### config.mk
export PLATFORM = sky130hd
export DESIGN_NAME = linked_list_drain
export DESIGN_NICKNAME = d
export VERILOG_FILES = /design/src/rtl/linked_list_drain_pkg.sv /design/src/rtl/linked_list_drain.sv
export SDC_FILE = /design/constraint.sdc
export NUM_CORES = 1
export LEC_CHECK = 0
export ABC_AREA = 1
export CORE_AREA = 2 2 199 201
export CTS_BUF_LIST = sky130_fd_sc_hd__clkbuf_16
export DETAILED_ROUTE_END_ITERATION = 10
export DIE_AREA = 0 0 201 203
export GPL_ROUTABILITY_DRIVEN = 1
export SYNTH_ARGS = -nofsm -noshare
export SYNTH_HDL_FRONTEND = slang
export SYNTH_SLANG_ARGS = --single-unit
### constraint.sdc
create_clock -name clk -period 1.75 [get_ports clk]
set_input_delay 0.175 -clock clk [delete_from_list [all_inputs] [get_ports clk]]
set_output_delay 0.175 -clock clk [all_outputs]
set_load 0.03 [all_outputs]
### src/rtl/linked_list_drain_pkg.sv
// Shared types for the per-flow out-of-order packet linked list.
// Holds the list BRAM entry layout and the address widths used by the list reader.
package linked_list_drain_pkg;

    localparam int LL_AWIDTH  = 8;
    localparam int PKT_AWIDTH = 12;

    typedef struct packed {
        logic                  valid;
        logic [31:0]           seq;
        logic [15:0]           len;
        logic [LL_AWIDTH-1:0]  next;
        logic [PKT_AWIDTH-1:0] pktID;
        logic [4:0]            flits;
        logic                  last;
        logic [55:0]           last_7_bytes;
    } entry_t;

endpackage

### src/rtl/linked_list_drain.sv
// Reader side of a per-flow packet linked list: emits in-order nodes from the head and frees them.
// Optional LL_DRAIN_STALE_DROP_EN: silently invalidate/free nodes that lie entirely before the expected seq.
module linked_list_drain
    import linked_list_drain_pkg::*;
#(
    parameter int RD_LAT = 2
) (
    input  logic                  clk,
    input  logic                  rst,
    input  logic                  start,
    output logic                  busy,
    input  logic [LL_AWIDTH-1:0]  head_ptr,
    input  logic [31:0]           exp_seq,
    output logic                  done,
    output logic [LL_AWIDTH-1:0]  new_head,
    output logic [31:0]           new_seq,
    output logic                  list_empty,
    output logic [7:0]            drained,
    output logic                  ll_rd,
    output logic [LL_AWIDTH-1:0]  ll_rd_addr,
    input  entry_t                ll_rd_data,
    output logic                  ll_wr,
    output logic [LL_AWIDTH-1:0]  ll_wr_addr,
    output entry_t                ll_wr_data,
    output logic                  free_valid,
    input  logic                  free_ready,
    output logic [LL_AWIDTH-1:0]  free_addr,
    output logic                  pkt_valid,
    input  logic                  pkt_ready,
    output logic [PKT_AWIDTH-1:0] pkt_id,
    output logic [4:0]            pkt_flits,
    output logic [31:0]           pkt_seq,
    output logic [15:0]           pkt_len,
    output logic [55:0]           pkt_last_7_bytes
);

    typedef enum logic [2:0] {
        S_IDLE, S_RD_REQ, S_RD_WAIT, S_EVAL, S_EMIT, S_FREE, S_FIN
    } state_t;

    state_t                state, state_nxt;
    logic [LL_AWIDTH-1:0]  addr;
    logic [31:0]           seq_r;
    logic [7:0]            count;
    logic                  list_empty_r;
    logic                  drop_r;
    entry_t                entry_r;
    logic [RD_LAT-1:0]     rd_vld_p;

    function automatic logic [7:0] sat_inc8(input logic [7:0] v);
        return (v == 8'hFF) ? v : v + 8'd1;
    endfunction

`ifdef LL_DRAIN_STALE_DROP_EN
    // A node is stale when its whole byte range ends at or before the expected seq.
    function automatic logic is_stale(input entry_t e, input logic [31:0] s);
        logic signed [31:0] d;
        d = e.seq + 32'(e.len) - s;
        return (d <= 32'sd0);
    endfunction
`endif

    always_comb begin
        state_nxt  = state;
        ll_rd      = 1'b0;
        ll_wr      = 1'b0;
        free_valid = 1'b0;
        pkt_valid  = 1'b0;
        done       = 1'b0;
        case (state)
            S_IDLE:    if (start) state_nxt = S_RD_REQ;
            S_RD_REQ: begin
                ll_rd     = 1'b1;
                state_nxt = S_RD_WAIT;
            end
            S_RD_WAIT: if (rd_vld_p[RD_LAT-1]) state_nxt = S_EVAL;
            S_EVAL: begin
                if (!entry_r.valid)
                    state_nxt = S_FIN;
                else if (entry_r.seq == seq_r)
                    state_nxt = S_EMIT;
`ifdef LL_DRAIN_STALE_DROP_EN
                else if (is_stale(entry_r, seq_r)) begin
                    ll_wr     = 1'b1;
                    state_nxt = S_FREE;
                end
`endif
                else
                    state_nxt = S_FIN;
            end
            S_EMIT: begin
                pkt_valid = 1'b1;
                if (pkt_ready) begin
                    ll_wr     = 1'b1;
                    state_nxt = S_FREE;
                end
            end
            S_FREE: begin
                free_valid = 1'b1;
                if (free_ready) state_nxt = entry_r.last ? S_FIN : S_RD_REQ;
            end
            S_FIN: begin
                done      = 1'b1;
                state_nxt = S_IDLE;
            end
            default: state_nxt = S_IDLE;
        endcase
    end

    always_ff @(posedge clk) begin
        if (rst) begin
            state        <= S_IDLE;
            rd_vld_p     <= '0;
            addr         <= '0;
            seq_r        <= '0;
            count        <= '0;
            list_empty_r <= 1'b0;
            drop_r       <= 1'b0;
            entry_r      <= '0;
        end else begin
            state    <= state_nxt;
            // read-valid pipe: bit RD_LAT-1 marks the cycle the BRAM q holds our entry
            rd_vld_p <= (rd_vld_p << 1) | RD_LAT'(ll_rd);
            case (state)
                S_IDLE: begin
                    if (start) begin
                        addr         <= head_ptr;
                        seq_r        <= exp_seq;
                        count        <= '0;
                        list_empty_r <= 1'b0;
                        drop_r       <= 1'b0;
                    end
                end
                S_RD_WAIT: begin
                    if (rd_vld_p[RD_LAT-1]) entry_r <= ll_rd_data;
                end
                S_EVAL: begin
                    list_empty_r <= !entry_r.valid;
                    drop_r       <= (state_nxt == S_FREE);
                end
                S_FREE: begin
                    if (free_ready) begin
                        if (!drop_r) begin
                            seq_r <= seq_r + 32'(entry_r.len);
                            count <= sat_inc8(count);
                        end
                        if (entry_r.last) list_empty_r <= 1'b1;
                        else              addr         <= entry_r.next;
                    end
                end
                default: ;
            endcase
        end
    end

    assign busy             = (state != S_IDLE);
    assign new_head         = addr;
    assign new_seq          = seq_r;
    assign list_empty       = list_empty_r;
    assign drained          = count;
    assign ll_rd_addr       = addr;
    assign ll_wr_addr       = addr;
    assign ll_wr_data       = '0;
    assign free_addr        = addr;
    assign pkt_id           = entry_r.pktID;
    assign pkt_flits        = entry_r.flits;
    assign pkt_seq          = entry_r.seq;
    assign pkt_len          = entry_r.len;
    assign pkt_last_7_bytes = entry_r.last_7_bytes;

endmodule

# After elaboration in Yosys (flattened, before gate mapping)
# Cells that the tools add are included.
dict set report word_totals {
  regBits 186
  inputBits 176
  output_inout_bits 331
  wordCells 77
}
dict set report classes {
  add_sub_neg 2
  eq_ne 15
  mux 32
  n_bitwise 1
  reduce_logical 12
}
# cell n
set op_table {}
lappend op_table {{2-to-1 mux 32 bit} 3}
lappend op_table {{case mux 32 bit (2 select lines)} 1}
lappend op_table {{2-to-1 mux 8 bit} 7}
lappend op_table {{adder 32 x 16 -> 32 bit} 1}
lappend op_table {{== test 32 bit} 1}
lappend op_table {{case mux 8 bit (2 select lines)} 2}
lappend op_table {{case mux 3 bit (6 select lines)} 1}
lappend op_table {{2-to-1 mux 3 bit} 5}
lappend op_table {{== test 3 bit, second input constant} 4}
lappend op_table {{inequality test 2 bit, second input constant} 6}
lappend op_table {{AND reduction 4 bit} 3}
lappend op_table {{2-to-1 mux 1 bit} 9}
lappend op_table {{adder 8 x 1 -> 8 bit, second input constant} 1}
lappend op_table {{== test 8 bit, second input constant} 1}
lappend op_table {{== test 3 x 2 -> 1 bit, second input constant} 2}
lappend op_table {{nonzero test 3 bit} 2}
lappend op_table {{AND reduction 5 bit} 1}
lappend op_table {{2-to-1 mux 2 bit} 2}
lappend op_table {{AND reduction 2 bit} 2}
lappend op_table {{nonzero test 2 bit} 2}
lappend op_table {{== test 3 x 1 -> 1 bit, second input constant} 1}
lappend op_table {{logical NOT 3 bit} 1}
lappend op_table {{case mux 1 bit (3 select lines)} 1}
lappend op_table {{bitwise OR 2 x 1 -> 2 bit} 1}
lappend op_table {{other kinds (2)} 2}

# Depth between registers and ports, before layout
# Gate-level depths: netlist (run 1).
dict set report depth {
  ltp_word 6
  ltp_mapped 14
  ltp_nobuf 14
}

# Worst setup path after synthesis (run 1)
# OpenSTA, ideal clock, no wires.
dict set report synth_timing {
  kind {register to register}
  from {register seq_r[0] (netlist: new_seq[0])}
  to {register seq_r[16] (netlist: new_seq[16])}
  setup_time_ns 0.070
  arrival_time_ns 2.018
  required_time_ns 1.680
  setup_slack_ns -0.338
  stages_incl_launch_ff 13
  n_path_buf 0
  synth_period_minus_slack_ns 2.088
  path_cell_list {dfxtp_1 -> ha_1 -> inv_1 -> fa_1 -> inv_1 -> nand3_1 -> nand3_1 -> nand3_1 -> nand3_1 -> a21boi_0 -> o21ai_0 -> nand2_1 -> a21oi_1}
}
dict set report synth_between {
  elab_chain_len 4
}
# item line_no
set synth_lines {}
lappend synth_lines {{start, declared} linked_list_drain.sv:43} ;# logic [31:0] seq_r;
lappend synth_lines {{start signal, assigned} linked_list_drain.sv:128} ;# seq_r <= exp_seq;
lappend synth_lines {{start signal, assigned} linked_list_drain.sv:144} ;# seq_r <= seq_r + 32'(entry_r.len);
lappend synth_lines {{adder 32 x 16 -> 32 bit} linked_list_drain.sv:144}
lappend synth_lines {{2-to-1 mux 32 bit} linked_list_drain.sv:143} ;# if (!drop_r) begin
lappend synth_lines {{2-to-1 mux 32 bit} linked_list_drain.sv:142} ;# if (free_ready) begin
lappend synth_lines {{case mux 32 bit (2 select lines)} linked_list_drain.sv:124} ;# case (state)
# Every way passes these cells. The select of a mux whose other input is x is not followed.
# A chain may end at the register's enable or synchronous reset.

# Worst setup path after layout (run 1)
dict set report layout_timing {
  from {register seq_r[0] (netlist: new_seq[0])}
  to {register seq_r[10] (netlist: new_seq[10])}
}
# Same word-level chain as after synthesis.

==> results of run 1 <==
[worst paths after layout]
path	slack [ns]	cells after the start	endpoint
worst max register to register	-0.16	12	new_seq[10]$_SDFFE_PP0P_
worst min-delay path	0.28	3	free_addr[3]$_SDFFE_PP0P_
worst max-delay path	-0.16	12	new_seq[10]$_SDFFE_PP0P_
worst min register to register	0.41	2	rd_vld_p[1]$_SDFF_PP0_
[cells in the mapped netlist (all sizes together), types with 3 or more instances]
| cell | n | area (um^2) |
|---|---|---|
| o22ai | 4 | 25.0 |
| inv | 120 | 450 |
| nand4 | 11 | 68.8 |
| a21oi | 77 | 385 |
| o21a | 10 | 75.1 |
| clkbuf | 52 | 195 |
| nor3 | 12 | 60.1 |
| nand2 | 264 | 1000 |
| ha | 17 | 213 |
| xnor2 | 9 | 78.8 |
| or2 | 10 | 62.6 |
| nor2 | 299 | 1130 |
| nand3 | 59 | 318 |
| o21ai | 167 | 836 |
| a211oi | 3 | 22.5 |
| dfxtp | 186 | 3720 |
| buf | 291 | 2150 |
| a31oi | 11 | 68.8 |
| and2 | 3 | 18.8 |
| xor2 | 18 | 158 |
[stage by stage]
stage | hold slack (ns) | utilization (%) | TNS [ns] | worst slack, ns | power [mW]
after floorplan | 0.326 | - | 0 | 0.00337 | 10.2
after global routing | 0.276 | 42.7 | -2.73 | -0.241 | 18.7
final | 0.282 | 42.7 | -0.888 | -0.158 | 17.7
after detailed placement | 0.396 | 38.9 | -3.20 | -0.305 | 13.5
after global placement | 0.394 | 38.9 | -2.48 | -0.301 | 13.4
after CTS | 0.247 | 41.1 | -0.810 | -0.115 | 17.3
[cell families after synthesis]
| kind of cell | share of synthesized area, % |
|---|---|
| AOI/OAI and AO/OA | 13.3 |
| DFF | 33.4 |
| xor gates and xnor gates | 2.12 |
| adders and majority gates | 2.09 |
| buffers and inverters | 25.2 |
| and+or+nand+nor | 23.9 |
| other | 0.0336 |
[routing by layer]
layer	global-route usage, %	part of all wire (%)
met4	5.93	2.3
met5	0	0
met2	35.6	51
met1	22.6	40
met3	5.75	7.1
[worst max-delay path: cells and delay by family, from the launching register on]
family	cells	cell delay (ns)
buffers and inverters	3	0.23
adders and majority gates	2	0.46
DFF	1	0.36
AOI/OAI and AO/OA	1	0.15
xor gates and xnor gates	1	0.12
and+or+nand+nor	5	0.50
[flip-flops by register name, summed over array words and instances, names as in the netlist]
register,flops
pkt_last_7_bytes,56
new_seq,32
pkt_seq,32
pkt_len,16
pkt_id,12
entry_r,10
drained,8
free_addr,8
pkt_flits,5
state,3
rd_vld_p,2
drop_r,1
list_empty,1
[cell type report]
class / count / area share [%]
clock inverters: 15 / 0.823
diodes: 2 / 0.0305
flip-flops and latches: 186 / 23.1
well taps: 518 / 3.95
repair buffers: 530 / 30.6
clock buffers: 17 / 2.59
multi-input cells: 1115 / 36.0
inverters: 122 / 2.94
[where the power goes]
part	internal, mW	switching, mW
Combinational	3.40	5.08
Clock	1.99	1.91
Sequential	4.80	0.560
Total	10.2	7.55
[repair_timing]
item | CTS | global route
cloned | 1 | 1
resized for setup | 186 | 155
pin swaps | 19 | 50
setup endpoints to repair | 136 | 119
setup buffers | 3 | 11
[cell usage in the layout, fill, tap and decap left out, drive strengths merged, types with 2 or more instances in the layout]
cell type      count
nor2             299
nand2            264
clkdlybuf4s50    260
dfxtp            186
o21ai            167
buf              156
conb             131
inv              130
dlygate4sd2      100
a21oi             77
nand3             59
clkbuf            21
xor2              18
ha                17
nor3              12
a31oi             11
nand4             11
o21a              10
or2               10
xnor2              9
dlymetal6s2s       8
clkinv             5
o22ai              4
and2               3
a211oi             3
diode              2
o211ai             2
==> summary.md, run 1 <==
| Metric | Value |
|---|---|
| Hpwl dp | `32600 um` |
| Seq cells post-synth | `186` |
| Status | `finished, violations left` |
| Endpoint class of the critical path | `flop` |
| Largest net degree at the start of global routing | `78` |
| Total global routing overflow | `0` |
| YS warnings | `0` |
| Placeable Area | `0.0385 mm^2` |
| Placed cells | `2455` |
| Library cells used by synthesis | `41` |
| Clock slew at reported path FFs | `0.08 ns` |
| Final hold vios | `0` |
| Crit-path cells | `ha_4 > inv_2 > fa_2 > inv_2 > nand4_1 > nand2_2 > nand2_2 > nand2_4 > buf_6 > xor2_1 > nand2_1 > a21oi_1` |
| Post-Layout Inst Area | `0.0164 mm^2` |
| CP Launch Point | `new_seq[0]$_SDFFE_PP0P_` |
| Clock skew | `0.0135 ns` |
| Total clock buffers created by CTS | `17` |
| Worst R2R Start | `new_seq[0]$_SDFFE_PP0P_` |
| I/O pins | `507` |
| Post-synthesis sequential area ratio | `33.4%` |
| Worst setup slack after layout | `-0.158 ns` |
| Initial Util | `29.0%` |
| Startpoint Class | `flop` |
| Root Driver | `clkbuf_16` |
| Max IR drop VDD | `0.715 mV` |
| DR pass1 iterations | `5` |
| RSZ-0062 raised after global routing | `yes` |
| Height of the die | `203 um` |
| Period utilisation layout | `109%` |
| Post-DP Area | `0.0150 mm^2` |
| RePlAce Congestion | `0.895` |
| Setup Viol. Count Final | `12` |
| GR Util All Layers | `19.8%` |
| Initial antenna violation count | `0` |
| H-tree depth | `4` |
| Port bufs | `375` |
| Via Count | `11000` |
| Average size of a mapped cell | `6.82 um^2` |
| Final ANT Viol Nets | `0` |
| Layout cells sized above 1 | `20.5%` |
| WL/cell | `16.9 um` |
| Critical path's largest stage delay | `0.36 ns` |
| Vias in the first global route | `10500` |
| Seq. cell area | `0.00379 mm^2` |
| # clock sinks | `186` |
| Kind of critical path | `reg2reg` |
| NumNets Final | `2166` |
| Mapped Area | `0.0112 mm^2` |
| WP data arrival | `2.29 ns` |
| Final Non-Filler Cells | `2505` |
| Hold Crit Class | `in2reg` |
| Minimum clock period | `1.91 ns` |
| Multi-input logic area | `0.00591 mm^2` |
| Primary FF master, synth | `dfxtp_1` |
| Fillers | `3991` |
| Clk buf depth | `2` |
| Min-delay src | `head_ptr[3]` |
| Rows | `72` |
| Clock Latency Late Sink | `0.46 ns` |
| CTS tree | `done` |
| Failing checks | `negative setup slack` |
| Width of the die | `201 um` |
| Syn Inst Count | `1636` |
| Req. time, crit path | `2.14 ns` |
| Post-synth EDFFs | `0` |
| Pwr dens | `1080 mW/mm^2` |
| Hold_buf cts | `0` |
| FMAX | `0.524 GHz` |
| Vias per cell | `4.41` |
| Slowest stage cell on the critical path | `dfxtp_4` |
| Die footprint | `0.0408 mm^2` |
| FFs w/ async S/R, synth | `0%` |
| Max-Cap Viols | `0` |
| Routed wire length | `42300 um` |
| CP Max Fanout | `4` |
| Drt first-iter violations | `458` |
| Slew Viols, Final | `0` |
| Synthesis-to-layout area growth | `47.2%` |
| Leak pwr | `7.32 nW` |
| # DRC | `0` |
| Global-route wire length before repair | `61300 um` |
Power figures use the tool's default switching activity.
==> run 2, diff against run 1 <==
==> constraint.sdc (replaced) <==
create_clock -name clk -period 1.6 [get_ports clk]
set_input_delay 0.16 -clock clk [delete_from_list [all_inputs] [get_ports clk]]
set_output_delay 0.16 -clock clk [all_outputs]
set_load 0.03 [all_outputs]
==> run 2 against run 1 <==
- the flow still finishes with violations (negative setup slack)
- die area is the same
- sequential power grew 10%
- fmax is 1.8% higher
- clock power is 8.7% higher
- cell count is 2.3% higher
- total power rose by 21%
- critical path depth increased by 2
- hold slack lost 0.018 ns
- wire length up 8.1%
- register-to-register slack lost 0.12 ns
- combinational power grew 32%
- via count rose by 2.9%
==> summary.md, run 2 (synthesis results as in run 1) <==
| Metric | Value |
|---|---|
| Max-Cap Viols | `0 (unchanged)` |
| RePlAce Congestion | `0.927 (+3.5%)` |
| CTS tree | `done` |
| Crit-path cells | `ha_4 > inv_2 > fa_2 > inv_2 > nand4_1 > nand2_2 > nand2_2 > nand2_4 > nand2_2 > nand2_1 > nand2_1 > nand3_1 > nand2_1 > a21oi_1` |
| Clock Latency Late Sink | `0.46 ns (about the same)` |
| Largest register FFs | `56 (unchanged)` |
| WHS | `0.263 ns (-0.0183 ns)` |
| FMAX | `0.533 GHz (+1.8%)` |
| Setup Viol. Count Final | `53 (+41)` |
| Worst Hold Depth | `3 (unchanged)` |
| NumNets Final | `2223 (+2.6%)` |
| Post-DP Area | `0.0154 mm^2 (+2.8%)` |
| Overall power | `21.4 mW (+21%)` |
| RSZ-0062 raised after global routing | `yes` |
| Rows | `72 (unchanged)` |
| R2R Path End | `new_seq[26]$_SDFFE_PP0P_` |
| Root Driver | `clkbuf_16` |
| I/O pins | `507 (unchanged)` |
| Worst setup slack after layout | `-0.275 ns (-0.116 ns)` |
| Pre-CTS WS | `-0.347 ns (-0.0420 ns)` |
| Height of the die | `203 um (unchanged)` |
| Commonest non-fill, non-tap cell in the layout | `nor2_1` |
| Pwr dens | `1230 mW/mm^2 (+14%)` |
| Drt first-iter violations | `439 (-4.1%)` |
| Worst Reg-to-Reg Cells | `14 (+2)` |
| Most frequent cells in the layout | `nor2_1, nand2_1, clkdlybuf4s50_1, dlygate4sd2_1, buf_4` |
| Worst hold path endpoint | `new_seq[2]$_SDFFE_PP0P_` |
| Total global routing overflow | `0 (unchanged)` |
| # DRC | `0 (unchanged)` |
| Final ANT Viol Nets | `0 (unchanged)` |
| GR Util met3 | `6.15% (+0.40 points)` |
| Status | `finished, violations left` |
| Fillers | `3960 (-0.78%)` |
| Gr busiest metal | `met2` |
| Met2 GRT Util | `38.7% (+3.0 points)` |
| Clock slew at reported path FFs | `0.08 ns (about the same)` |
| Global-route wire length before repair | `66100 um (+7.8%)` |
| Failing checks | `negative setup slack` |
| Minimum clock period | `1.87 ns (-0.0338 ns)` |
| Final hold vios | `0 (unchanged)` |
| # clock sinks | `186 (unchanged)` |
| DR pass1 iterations | `4 (-1)` |
| Clock skew | `0.0166 ns (+0.00307 ns)` |
| Slowest stage cell on the critical path | `dfxtp_2` |
| Hold Crit Class | `in2reg` |
| Final Non-Filler Cells | `2562 (+2.3%)` |
| Req. time, crit path | `1.98 ns (-0.16 ns)` |
| CP Max Fanout | `4 (unchanged)` |
| Via Count | `11400 (+2.9%)` |
| Vias per cell | `4.44 (+0.60%)` |
| Leak pwr | `8.05 nW (+10%)` |
| Hpwl dp | `33700 um (+3.6%)` |
| Max IR drop VDD | `0.805 mV (+13%)` |
| R2R Setup Slk | `-0.27 ns (-0.12 ns)` |
| Layout cells sized above 1 | `25.1% (+4.6 points)` |
| Synthesis-to-layout area growth | `56.1%` |
| Total clock buffers created by CTS | `17 (unchanged)` |
| Period utilisation layout | `117% (+8.1 points)` |
| Vias in the first global route | `11200 (+6.9%)` |
| Routed wire length | `45800 um (+8.1%)` |
| Slew Viols, Final | `0 (unchanged)` |
| Initial Util | `29.0% (unchanged)` |
| Clk buf depth | `2 (unchanged)` |
| Hold_buf cts | `0 (unchanged)` |
| Endpoint class of the critical path | `flop` |
| Startpoint Class | `flop` |
| Post-Layout Inst Area | `0.0174 mm^2 (+6.1%)` |
| Die footprint | `0.0408 mm^2 (unchanged)` |
| Initial antenna violation count | `5 (+5)` |
| WL/cell | `17.9 um (+5.7%)` |
| Port bufs | `375 (unchanged)` |
| Kind of critical path | `reg2reg` |
| Placed cells | `2470 (+0.61%)` |
| WP data arrival | `2.26 ns (-0.03 ns)` |
| Met1 Use GR | `23.6% (+0.99 points)` |
| GR Util All Layers | `21.3% (+1.6 points)` |
| Placeable Area | `0.0385 mm^2 (unchanged)` |
| H-tree depth | `4 (unchanged)` |
| Core Util, Final | `45.3% (+2.6 points)` |
| Worst R2R Start | `pkt_len[0]$_SDFFE_PP0P_` |
| Critical path's largest stage delay | `0.36 ns (about the same)` |
| Post-route setup TNS | `-7.11 ns (-6.23 ns)` |
| Largest net degree at the start of global routing | `62 (-21%)` |
| Min-delay src | `exp_seq[2]` |
| Width of the die | `201 um (unchanged)` |
==> run 2: cell count changes in the layout (fill, tap and decap cells not counted), sizes merged <==
cell | previous run | this run
buf | 156 | 215
bufbuf | 1 | 0
bufinv | 1 | 0
clkbuf | 21 | 22
clkdlybuf4s15 | 1 | 15
clkdlybuf4s50 | 260 | 175
clkinv | 5 | 11
clkinvlp | 1 | 2
dlygate4sd2 | 100 | 175
dlymetal6s2s | 8 | 0
inv | 130 | 126
==> run 2: power by group <==
| part | internal, mW | switching [mW] |
|---|---|---|
| Combinational | 4.79 | 6.44 |
| Clock | 2.05 | 2.19 |
| Sequential | 5.31 | 0.614 |
==> run 2: cell type report <==
class / count / area [um^2] / area share (%)
clock inverter: 15 / 136 / 0.783
sequential: 186 / 3830 / 22.0
inverter: 122 / 508 / 2.92
timing repair buffer: 585 / 5610 / 32.2
timing repair inverter: 2 / 32.5 / 0.187
antenna: 2 / 5.00 / 0.0287
clock buffer: 17 / 425 / 2.44
tap: 518 / 648 / 3.72
multi-input combinational: 1115 / 6210 / 35.7
==> run 2: routing by layer <==
| metal | vias up | wire, um |
|---|---|---|
| li1 | 5585 | - |
| met1 | 5312 | 17900 |
| met2 | 391 | 23500 |
| met3 | 70 | 3040 |
| met4 | 8 | 1330 |
| met5 | - | 53 |
==> run 2: worst max-delay path by stage <==
stage / from / endpoint / slack, ns / depth (start not counted)
after floorplan: new_seq[0]$_SDFFE_PP0P_ / new_seq[26]$_SDFFE_PP0P_ / -0.12 / 13
after global placement: state[0]$_SDFF_PP0_ / state[1]$_SDFF_PP0_ / -0.36 / 12
after detailed placement: state[0]$_SDFF_PP0_ / state[1]$_SDFF_PP0_ / -0.35 / 12
after CTS: pkt_len[0]$_SDFFE_PP0P_ / new_seq[28]$_SDFFE_PP0P_ / -0.27 / 14
after global routing: pkt_len[0]$_SDFFE_PP0P_ / new_seq[26]$_SDFFE_PP0P_ / -0.40 / 14
final: pkt_len[0]$_SDFFE_PP0P_ / new_seq[26]$_SDFFE_PP0P_ / -0.27 / 14
==> run 2: repair_timing <==
action | 4_1_cts | 5_1_grt
cloned | 6 | 3
gates resized for setup | 429 | 116
setup buffers | 38 | 23
pin swaps | 66 | 50
endpoints found under the setup margin | 253 | 102
==> run 2: critical path: cells and delay by family, from the launching register on <==
kind	cells	cell delay [ns]
buf+inv	2	0.11
compound gates	1	0.14
flops	1	0.36
simple gates	9	0.73
fa+ha+maj	2	0.46
